`src/rtl/accum_bank_if.sv`:
```
// Bank port bundle for accum_bank: upstream write strobe, drain control and
// the downstream valid/ready drain stream.
interface accum_bank_if #(
  parameter int DEPTH     = 64,
  parameter int ROW_WIDTH = 8
);
  localparam int IDX_W = $clog2(DEPTH);

  logic [1:0]           bitwidth;
  logic                 wr_en;
  logic [ROW_WIDTH-1:0] wr_row;
  logic [7:0]           wr_data;
  logic                 busy;
  logic                 drain_start;
  logic                 out_valid;
  logic                 out_ready;
  logic [IDX_W-1:0]     out_entry;
  logic [7:0]           out_data;
  logic                 drain_done;
  logic                 sat_flag;

  modport master (
    output bitwidth, wr_en, wr_row, wr_data, drain_start, out_ready,
    input  busy, out_valid, out_entry, out_data, drain_done, sat_flag
  );

  modport slave (
    input  bitwidth, wr_en, wr_row, wr_data, drain_start, out_ready,
    output busy, out_valid, out_entry, out_data, drain_done, sat_flag
  );
endinterface

```
`src/rtl/accum_bank.sv`:
```
// Saturating 8-bit accumulator bank: 2-stage read-modify-write with
// forwarding, and a flush/drain sequencer that streams out and clears entries.
module accum_bank #(
  parameter int DEPTH     = 64,
  parameter int ROW_WIDTH = 8
) (
  input  logic         clk,
  input  logic         reset_n,
  accum_bank_if.slave  bus,
  output logic [1:0]   dbg_state_o
);
  localparam int IDX_W = $clog2(DEPTH);

  typedef enum logic [1:0] {
    IDLE  = 2'd0,
    FLUSH = 2'd1,
    DRAIN = 2'd2
  } state_t;

  state_t           state_q, state_d;
  logic             flush_cnt_q, flush_cnt_d;
  logic [IDX_W-1:0] cnt_q, cnt_d;
  logic             drain_done_q, drain_done_d;
  logic             sat_q;

  logic signed [7:0] mem_q [DEPTH];

  logic              s1_vld_q;
  logic [IDX_W-1:0]  s1_idx_q;
  logic signed [7:0] s1_data_q;
  logic signed [7:0] s1_base_q;

  logic              wr_acc;
  logic [IDX_W-1:0]  wr_idx;
  logic signed [7:0] base_sel;
  logic signed [8:0] sum_wide;
  logic              sum_ovf;
  logic signed [7:0] sum_sat;
  logic              accept;

  // Writes are only taken in IDLE; a write in the drain_start cycle still lands.
  assign wr_acc = bus.wr_en && (state_q == IDLE);
  assign wr_idx = IDX_W'(bus.wr_row >> bus.bitwidth);

  // Stage 2 of the same entry has not written back yet, so take its result.
  assign base_sel = (s1_vld_q && (s1_idx_q == wr_idx)) ? sum_sat : mem_q[wr_idx];

  assign sum_wide = {s1_base_q[7], s1_base_q} + {s1_data_q[7], s1_data_q};
  assign sum_ovf  = (sum_wide[8] != sum_wide[7]);
  assign sum_sat  = !sum_ovf    ? sum_wide[7:0] :
                    sum_wide[8] ? 8'sh80 : 8'sh7f;

  // Drain stream: an entry transfers on any cycle with out_valid && out_ready;
  // while out_ready is low, out_entry/out_data stay put.
  assign accept = (state_q == DRAIN) && bus.out_ready;

  always_comb begin
    state_d      = state_q;
    flush_cnt_d  = flush_cnt_q;
    cnt_d        = cnt_q;
    drain_done_d = 1'b0;
    case (state_q)
      IDLE: begin
        if (bus.drain_start) begin
          state_d     = FLUSH;
          flush_cnt_d = 1'b0;
        end
      end
      FLUSH: begin
        if (flush_cnt_q) begin
          state_d = DRAIN;
          cnt_d   = '0;
        end else begin
          flush_cnt_d = 1'b1;
        end
      end
      DRAIN: begin
        if (accept) begin
          if (cnt_q == IDX_W'(DEPTH - 1)) begin
            state_d      = IDLE;
            drain_done_d = 1'b1;
            cnt_d        = '0;
          end else begin
            cnt_d = cnt_q + 1'b1;
          end
        end
      end
      default: state_d = IDLE;
    endcase
  end

  always_ff @(posedge clk or negedge reset_n) begin
    if (!reset_n) begin
      state_q      <= IDLE;
      flush_cnt_q  <= 1'b0;
      cnt_q        <= '0;
      drain_done_q <= 1'b0;
    end else begin
      state_q      <= state_d;
      flush_cnt_q  <= flush_cnt_d;
      cnt_q        <= cnt_d;
      drain_done_q <= drain_done_d;
    end
  end

  always_ff @(posedge clk or negedge reset_n) begin
    if (!reset_n) begin
      s1_vld_q  <= 1'b0;
      s1_idx_q  <= '0;
      s1_data_q <= '0;
      s1_base_q <= '0;
    end else begin
      s1_vld_q <= wr_acc;
      if (wr_acc) begin
        s1_idx_q  <= wr_idx;
        s1_data_q <= bus.wr_data;
        s1_base_q <= base_sel;
      end
    end
  end

  always_ff @(posedge clk or negedge reset_n) begin
    if (!reset_n) begin
      for (int i = 0; i < DEPTH; i++) mem_q[i] <= '0;
    end else if (s1_vld_q) begin
      mem_q[s1_idx_q] <= sum_sat;
    end else if (accept) begin
      mem_q[cnt_q] <= '0;
    end
  end

  always_ff @(posedge clk or negedge reset_n) begin
    if (!reset_n) begin
      sat_q <= 1'b0;
    end else if (drain_done_d) begin
      sat_q <= 1'b0;
    end else if (s1_vld_q && sum_ovf) begin
      sat_q <= 1'b1;
    end
  end

  assign bus.busy       = (state_q != IDLE);
  assign bus.out_valid  = (state_q == DRAIN);
  assign bus.out_entry  = cnt_q;
  assign bus.out_data   = (state_q == DRAIN) ? mem_q[cnt_q] : 8'sd0;
  assign bus.drain_done = drain_done_q;
  assign bus.sat_flag   = sat_q;
  assign dbg_state_o    = state_q;
endmodule

```
`src/flat_wrapper.sv`:
```
// flat-port wrapper written by rule: the top's interface ports become plain ports
module accum_bank_flat 
#(
  parameter int DEPTH     = 64,
  parameter int ROW_WIDTH = 8
)
  (clk, reset_n, dbg_state_o, bus_bitwidth, bus_wr_en, bus_wr_row, bus_wr_data, bus_drain_start, bus_out_ready, bus_busy, bus_out_valid, bus_out_entry, bus_out_data, bus_drain_done, bus_sat_flag);
  accum_bank_if #(.DEPTH(DEPTH), .ROW_WIDTH(ROW_WIDTH)) bus_i ();
  input  logic clk;
  input  logic reset_n;
  output logic [1:0] dbg_state_o;
  input wire logic [$bits(bus_i.bitwidth)-1:0] bus_bitwidth;
  input wire logic [$bits(bus_i.wr_en)-1:0] bus_wr_en;
  input wire logic [$bits(bus_i.wr_row)-1:0] bus_wr_row;
  input wire logic [$bits(bus_i.wr_data)-1:0] bus_wr_data;
  input wire logic [$bits(bus_i.drain_start)-1:0] bus_drain_start;
  input wire logic [$bits(bus_i.out_ready)-1:0] bus_out_ready;
  output wire logic [$bits(bus_i.busy)-1:0] bus_busy;
  output wire logic [$bits(bus_i.out_valid)-1:0] bus_out_valid;
  output wire logic [$bits(bus_i.out_entry)-1:0] bus_out_entry;
  output wire logic [$bits(bus_i.out_data)-1:0] bus_out_data;
  output wire logic [$bits(bus_i.drain_done)-1:0] bus_drain_done;
  output wire logic [$bits(bus_i.sat_flag)-1:0] bus_sat_flag;
  assign bus_i.bitwidth = bus_bitwidth;
  assign bus_i.wr_en = bus_wr_en;
  assign bus_i.wr_row = bus_wr_row;
  assign bus_i.wr_data = bus_wr_data;
  assign bus_i.drain_start = bus_drain_start;
  assign bus_i.out_ready = bus_out_ready;
  assign bus_busy = bus_i.busy;
  assign bus_out_valid = bus_i.out_valid;
  assign bus_out_entry = bus_i.out_entry;
  assign bus_out_data = bus_i.out_data;
  assign bus_drain_done = bus_i.drain_done;
  assign bus_sat_flag = bus_i.sat_flag;
  accum_bank #(.DEPTH(DEPTH), .ROW_WIDTH(ROW_WIDTH)) u_core (.clk(clk), .reset_n(reset_n), .bus(bus_i), .dbg_state_o(dbg_state_o));
endmodule
```
`config.mk`:
```
export PLATFORM = sky130hd
export DESIGN_NAME = accum_bank_flat
export DESIGN_NICKNAME = d
export VERILOG_FILES = /design/src/rtl/accum_bank_if.sv /design/src/rtl/accum_bank.sv /design/src/flat_wrapper.sv
export SDC_FILE = /design/constraint.sdc
export NUM_CORES = 1
export LEC_CHECK = 0
export BUFFER_PORTS_ARGS = -buffer_cell sky130_fd_sc_hd__buf_2
export CORE_ASPECT_RATIO = 1.4
export CORE_MARGIN = 10
export CORE_UTILIZATION = 60
export CTS_CLUSTER_DIAMETER = 120
export DETAILED_ROUTE_END_ITERATION = 7
export GPL_TIMING_DRIVEN = 0
export HOLD_SLACK_MARGIN = 0.02
export PLACE_DENSITY = 0.76
export REMOVE_ABC_BUFFERS = 1
export SLEW_MARGIN = 20
export SYNTH_ARGS = -nofsm -noshare
export SYNTH_HDL_FRONTEND = slang
export SYNTH_SLANG_ARGS = --single-unit
```
`constraint.sdc`:
```
create_clock -name clk -period 9 [get_ports clk]
set_input_delay 0 -clock clk [delete_from_list [all_inputs] [get_ports clk]]
set_output_delay 0 -clock clk [all_outputs]
set_load 0.03 [all_outputs]
```
==> reports/qor.csv, run 1 <==
metric,value,unit
htree_levels,2,
overflow,0,
p_leak,0.0138,uW
wl_met2,52000,um
r2r_start,u_core.s1_vld_q,
area_growth,10.9,%
num_antenna_cells,0,
die_height,282,um
ant_nets,0,
min_from,bus_wr_data[4],
cts_setup_buffers,0,
min_delay_worst_endpoint,u_core.s1_data_q[4],
grt_max_degree,101,
grtUsageTotal,41.1,%
period_minus_slack,4650,ps
fillers,3680,
coreArea,48900,um2
fmax,215,MHz
max_slew_margin,14.1,%
power_density,377,nW/um2
worst_pin_slew,1290,ps
cts_buffer_depth,3,
vias,29000,
cp_max_fo,18,
route.detailed.drc,11,
hold_viol,0,
r2r_slack,4620,ps
totalWireLength,125000,um
critical_path_class,flip-flop to primary output,
worst-path-buf-inv,4,
cts_root_buf,clkbuf_16,
grt_pass1_wl,183000,um
worstRegToRegCells,5,
wire_per_inst,36.0,um
maxUsedRoutingLayer,met5,
clk_pin_slew,70,ps
slowest_stage,nor4_1,
min_path_cells,4,
cts_sinks,546,
die_w,207,um
synth_edf_count,0,
max-vdd-ir-drop,0.602,mV
grt_pass1_vias,27700,
dieArea,58600,um2
tritoncts,done,
ioPinCount,43,
rsz0062_at_grt,false,
met1_length,41300,um
finish.utilization,67.0,%
num_rows,96,
start_kind,flip-flop,
async_reset_ff_share,100,%
yosysUniqueCellTypes,72,
yosysWarningCount,0,
portBuffers,42,
routabilityCongestion,1.03,
worst_ep_arrival_time,4650,ps
skew,20.0,ps
ctsHoldBuffers,15,
place_ws,4350,ps
crit_chain,"nor3b_2, buf_4, buf_4, buf_4, a22oi_1, a41oi_2, nor4_1, a21oi_1, buf_2",
syn_area,29500,um2
synthFlopType,dfrtp_1,
met3_length,20200,um
max_cap_violations,0,
clk-insertion-delay-late,640,ps
setup_ws,4350,ps
status,"finished, violations left",
antenna_found_initial,1,
hp-class,input port to flip-flop,
drive_gt1_share,9.69,%
maxSlewViolCount,0,
max_stage_delay,950,ps
period_share,51.6,%
worstPathRequired,9000,ps
setup_viol,0,
crit_family,simple AND/OR/NAND/NOR gates,
syn_avg_cell_area,10.3,um2
start_util,60.4,%
first_pass_iters,8,
final_nets,2829,
synthCells,2873,
cp-end-kind,primary output,
via_per_inst,8.36,
violations,design-rule violations,
ys_ff_latch,546,
r2r_end,u_core.mem_q[247],
yosysSeqAreaShare,46.3,%
drtIter0Drc,5803,
cts_resized,0,
worst_path_most_repeated_cell,buf_4,
cts_inserted_buffers,54,
dp_hpwl,79000,um
[worst reg2reg max path, cell delays in order (launching register included)]
cell and delay (ps):
dfrtp_4 1000, nor2b_1 670, nand2_1 550, nor2_1 1070, o22ai_1 640, a22o_1 350
[layer usage]
layer | GRT usage (%) | up-vias
met3 | 15.8 | 820
li1 | - | 11200
met4 | 31.5 | 2
met1 | 49.0 | 14100
met2 | 59.1 | 2951
met5 | 0 | -
[cell type report]
type	count	area (um2)	share of cell area, %
Multi-Input combinational cell	2048	14900	45.4
Sequential cell	546	13700	41.7
Clock buffer	82	1650	5.03
Timing Repair Buffer	121	1530	4.67
Tap cell	637	797	2.43
Clock inverter	18	153	0.466
Inverter	22	82.6	0.252
[cell usage in the layout (no fill, tap or decap), drive strengths merged, types with 9 or more instances in the layout]
master and count:
a22o 556, clkinv 13, buf 106, dlygate4sd3 15, nor2 160, nor4 25, inv 23, mux2i 144
nand3 68, a41oi 19, o22ai 85, a22oi 172, ha 12, a221oi 50, o21bai 10, a32oi 15
a311oi 19, nor2b 46, a211oi 45, a31oi 71, o31ai 9, o211ai 31, nor3 15, mux2 23
nand2 265, o2111ai 23, a21oi 34, dfrtp 546, nand4 9, o21ai 28, clkbuf 82
[Yosys cell counts, drive strengths merged (9+ instances only)]
master | number | share of area (%)
a22o | 556 | 17
dfrtp | 546 | 46
nand2 | 265 | 3.4
a22oi | 172 | 4.4
nor2 | 160 | 2.1
clkbuf | 158 | 2.0
mux2i | 144 | 4.9
buf | 99 | 1.8
o22ai | 85 | 1.8
a31oi | 71 | 1.5
nand3 | 68 | 1.2
a221oi | 50 | 1.5
nor2b | 46 | 0.98
a211oi | 45 | 1.1
a21oi | 34 | 0.58
o211ai | 31 | 0.79
o21ai | 28 | 0.47
nor4 | 25 | 0.53
mux2 | 23 | 0.88
o2111ai | 23 | 0.68
inv | 22 | 0.28
a311oi | 19 | 0.56
a41oi | 19 | 0.56
a32oi | 15 | 0.45
nor3 | 15 | 0.25
ha | 12 | 0.51
o21bai | 10 | 0.25
nand4 | 9 | 0.19
o31ai | 9 | 0.28
[cells by family (layout without fill, tap and decap cells)]
logic type	Yosys count	after routing	synth area share [%]
AOI/OAI and AO/OA	1212	1212	32.8
and+or+nand+nor	643	643	9.86
DFF	546	546	46.3
buffers and inverters	279	243	4.13
muxes	171	171	6.08
adders and majority gates	14	14	0.610
xor gates and xnor gates	8	8	0.237
[stage by stage]
| step | instance area, um2 | instances | power, uW | setup TNS (ps) | hold slack (ps) |
|---|---|---|---|---|---|
| 2_1_floorplan | 28400 | 2616 | 6820 | 0 | -296 |
| 3_3_place_gp | 29400 | 3295 | 8440 | -1692710 | 196 |
| 3_5_place_dp | 30800 | 3359 | 9610 | 0 | 56.5 |
| 4_1_cts | 32700 | 3474 | 12000 | 0 | 93.2 |
| 5_1_grt | 32700 | 3474 | 12600 | 0 | 117 |
| 6_report | 32700 | 3474 | 12300 | 0 | 101 |
[worst max path at each step]
stage	from	to	slack [ps]	cells after the start
final	u_core.bus.out_entry[0]	bus_out_data[6]	4350	9
after global placement	u_core.bus.out_entry[2]	bus_out_data[6]	-4020	6
after detailed placement	bus_bitwidth[0]	u_core.s1_base_q[6]	4350	8
after CTS	u_core.bus.out_entry[2]	bus_out_data[6]	4320	9
after floorplan	u_core.s1_base_q[0]	u_core.s1_base_q[6]	3130	9
after global routing	u_core.bus.out_entry[0]	bus_out_data[6]	4440	9
[where the power goes]
part / switching [uW] / internal, uW
clock network: 1030 / 1320
registers: 854 / 3230
logic: 3870 / 2030
total: 5760 / 6580
[sequential cells by signal, summed over array words and instances, names as in the netlist]
register and cells:
u_core.s1_data_q 8, u_core.dbg_state_o 2, u_core.s1_idx_q 6, u_core.s1_vld_q 1, u_core.bus.out_entry 6, u_core.mem_q 512, u_core.s1_base_q 8, u_core.bus.sat_flag 1
u_core.flush_cnt_q 1, u_core.bus.drain_done 1
No activity file was read; power rests on OpenSTA's default activity.
==> inputs of run 2 (changes only) <==
--- a/config.mk
+++ b/config.mk
@@ -8,12 +8,12 @@
 export BUFFER_PORTS_ARGS = -buffer_cell sky130_fd_sc_hd__buf_2
 export CORE_ASPECT_RATIO = 1.4
 export CORE_MARGIN = 10
-export CORE_UTILIZATION = 60
+export CORE_UTILIZATION = 58
 export CTS_CLUSTER_DIAMETER = 120
 export DETAILED_ROUTE_END_ITERATION = 7
 export GPL_TIMING_DRIVEN = 0
 export HOLD_SLACK_MARGIN = 0.02
-export PLACE_DENSITY = 0.76
+export PLACE_DENSITY = 0.77
 export REMOVE_ABC_BUFFERS = 1
 export SLEW_MARGIN = 20
 export SYNTH_ARGS = -nofsm -noshare
==> constraint.sdc (replaced) <==
create_clock -name clk -period 4.2 [get_ports clk]
set_input_delay 0 -clock clk [delete_from_list [all_inputs] [get_ports clk]]
set_output_delay 0 -clock clk [all_outputs]
set_load 0.03 [all_outputs]
==> run 2 against run 1 <==
Effect of this change:
- the run ends with negative setup slack left
- non-clock buffer count grew 1
- sequential share of layout area decreased by 0.26 points
- first-iteration DRC count fell by 0.50%
- utilization decreased by 1.4 points
- setup slack got worse by 4400 ps
- worst hold slack improved by 8.1 ps
- clock power up 120%
- sequential power is 110% higher
- critical path depth is 1 higher
- register-to-register slack worse by 4500 ps
- cell count up 0.29%
- critical path type unchanged
==> reports/qor.csv, run 2 (synthesis gave the netlist of run 1 again) <==
metric,value,unit,change
grt_pass1_vias,27800,,+0.59%
met1_usage,49.6,%,+0.66 points
die_w,211,um,+1.5%
ant_nets,0,,unchanged
clk-insertion-delay-late,640,ps,about the same
start_kind,flip-flop,,
coreArea,50200,um2,+2.8%
setup_ws,-89.2,ps,-4440 ps
period_share,102,%,
worst_pin_slew,1290,ps,+3.59 ps
cts_buffer_depth,3,,unchanged
max_slew_margin,13.8,%,-0.24 points
final_cell_area,33000,um2,+0.64%
fmax,233,MHz,
r2r_slack,100,ps,-4520 ps
largest_reg_flops,512,,unchanged
grtUsageTotal,41.4,%,+0.35 points
critical_path_class,flip-flop to primary output,,
regMostFlops,u_core.mem_q,,
busiest_layer,met2,,
rsz0062_at_grt,true,,
fin_cells,3484,,+0.29%
grt_use_met3,17.3,%,+1.5 points
cp-end-kind,primary output,,
maxSlewViolCount,0,,unchanged
area_growth,11.7,%,
overflow,0,,unchanged
cp_max_fo,18,,unchanged
min_delay_worst_endpoint,u_core.s1_data_q[6],,
worstPathRequired,4200,ps,-4800 ps
finish.utilization,65.6,%,-1.4 points
top_regs,"u_core.mem_q (512), u_core.s1_base_q (8), u_core.s1_data_q (8)",,
clk_pin_slew,60,ps,about the same
max-vdd-ir-drop,1.18,mV,+96%
totalWireLength,127000,um,+2.0%
portBuffers,42,,unchanged
first_pass_iters,7,,-1
layout_common_cells,"a22o_1, dfrtp_1, nand2_1, a22oi_1, nor2_1",,
place_inst,3363,,+0.12%
ioPinCount,43,,unchanged
dp_hpwl,79500,um,+0.63%
wire_per_inst,36.6,um,+1.7%
r2r_end,u_core.mem_q[295],,
max_cap_violations,0,,unchanged
htree_levels,2,,unchanged
worst_ep_arrival_time,4290,ps,-360 ps
final_nets,2831,,+0.071%
die_height,287,um,+1.6%
place_ws,-498,ps,-4850 ps
power_density,804,nW/um2,+110%
use_met2,58.9,%,-0.26 points
violations,negative setup slack,,
worstRegToRegCells,6,,+1
period_minus_slack,4290,ps,
antenna_found_initial,5,,+4
min_path_cells,4,,unchanged
routabilityCongestion,1.02,,-1.3%
min_from,bus_wr_data[6],,
r2r_start,u_core.s1_vld_q,,
via_per_inst,8.33,,-0.30%
final_common_cell,a22o_1,,
drive_gt1_share,10.0,%,+0.32 points
hold_viol,0,,unchanged
cts_inserted_buffers,55,,+1.9%
tritoncts,done,,
total_power,26500,uW,+110%
hp-class,input port to flip-flop,,
drtIter0Drc,5774,,-0.50%
dieArea,60400,um2,+3.2%
grt_max_degree,103,,+2.0%
start_util,58.7,%,-1.6 points
p_leak,0.0139,uW,+0.14%
num_rows,97,,+1.0%
cts_sinks,546,,unchanged
grt_pass1_wl,187000,um,+2.3%
route.detailed.drc,0,,-11
vias,29000,,-0.017%
cts_root_buf,clkbuf_16,,
placedInstanceArea,30800,um2,+0.18%
status,"finished, violations left",,
skew,22.5,ps,+2.47 ps
setup_viol,2,,+2
## run 2: changes by cell type in the layout (fill, tap and decap cells not counted), sizes merged
| cell | before | now |
|---|---|---|
| clkbuf | 82 | 75 |
| inv | 23 | 24 |
| buf | 106 | 107 |
| diode | 0 | 6 |
| dlygate4sd3 | 15 | 13 |
| bufinv | 2 | 6 |
| clkinvlp | 2 | 4 |
| clkinv | 13 | 12 |
## run 2: worst max path at each step
stage | startpoint | to | slack (ps) | depth (start not counted)
6_report | u_core.bus.out_entry[2] | bus_out_data[2] | -90 | 10
5_1_grt | u_core.bus.out_entry[0] | bus_out_data[2] | -3 | 10
4_1_cts | u_core.bus.out_entry[0] | bus_out_data[5] | 10 | 11
3_5_place_dp | bus_bitwidth[0] | u_core.s1_base_q[1] | -500 | 8
3_3_place_gp | u_core.bus.out_entry[2] | bus_out_data[3] | -7960 | 6
2_1_floorplan | u_core.s1_base_q[0] | u_core.s1_base_q[6] | -1670 | 9
## run 2: cell type report
class | instances | area, um2
Antenna cell | 6 | 15.0
Clock buffer | 73 | 1540
Clock inverter | 24 | 290
Fill cell | 3908 | 17300
Inverter | 22 | 82.6
Multi-Input combinational cell | 2048 | 14900
Sequential cell | 546 | 13700
Tap cell | 643 | 805
Timing Repair Buffer | 122 | 1610
## run 2: through the flow
step	hold slack, ps	setup TNS, ps
after floorplan	-296	-118270
after global placement	202	-5929440
after detailed placement	-72.8	-1060
after CTS	91.6	0
after global routing	152	-3.02
final	109	-170
## run 2: worst max-delay path, stage by stage (launching register included)
cell	delay (ps)
dfrtp_1	690
nor3b_4	520
buf_4	290
buf_6	180
buf_6	180
buf_4	200
a221oi_1	100
a31oi_1	640
nor4_1	240
a21oi_1	320
buf_2	260
## run 2: repair_timing
| item | in CTS | in global routing |
|---|---|---|
| hold buffers | 14 | 0 |
| pin swaps | 0 | 2 |
| buffers inserted | 0 | 2 |
| cloned | 0 | 0 |
| endpoints found under the setup margin | 1 | 8 |
| hold endpoints to repair | 137 | 0 |
| gates resized for setup | 1 | 9 |
## run 2: where the power goes
part,internal (uW),switching (uW)
combinational,4250,8340
clock,2940,2270
sequential,6930,1750
total,14100,12400
## run 2: per-layer routing
layer  vias to the layer above  routed length [um]
met5                         -                  12
met4                         2               11700
met3                       784               19800
met2                      2886               53100
met1                     14100               42800
li1                      11200                   -
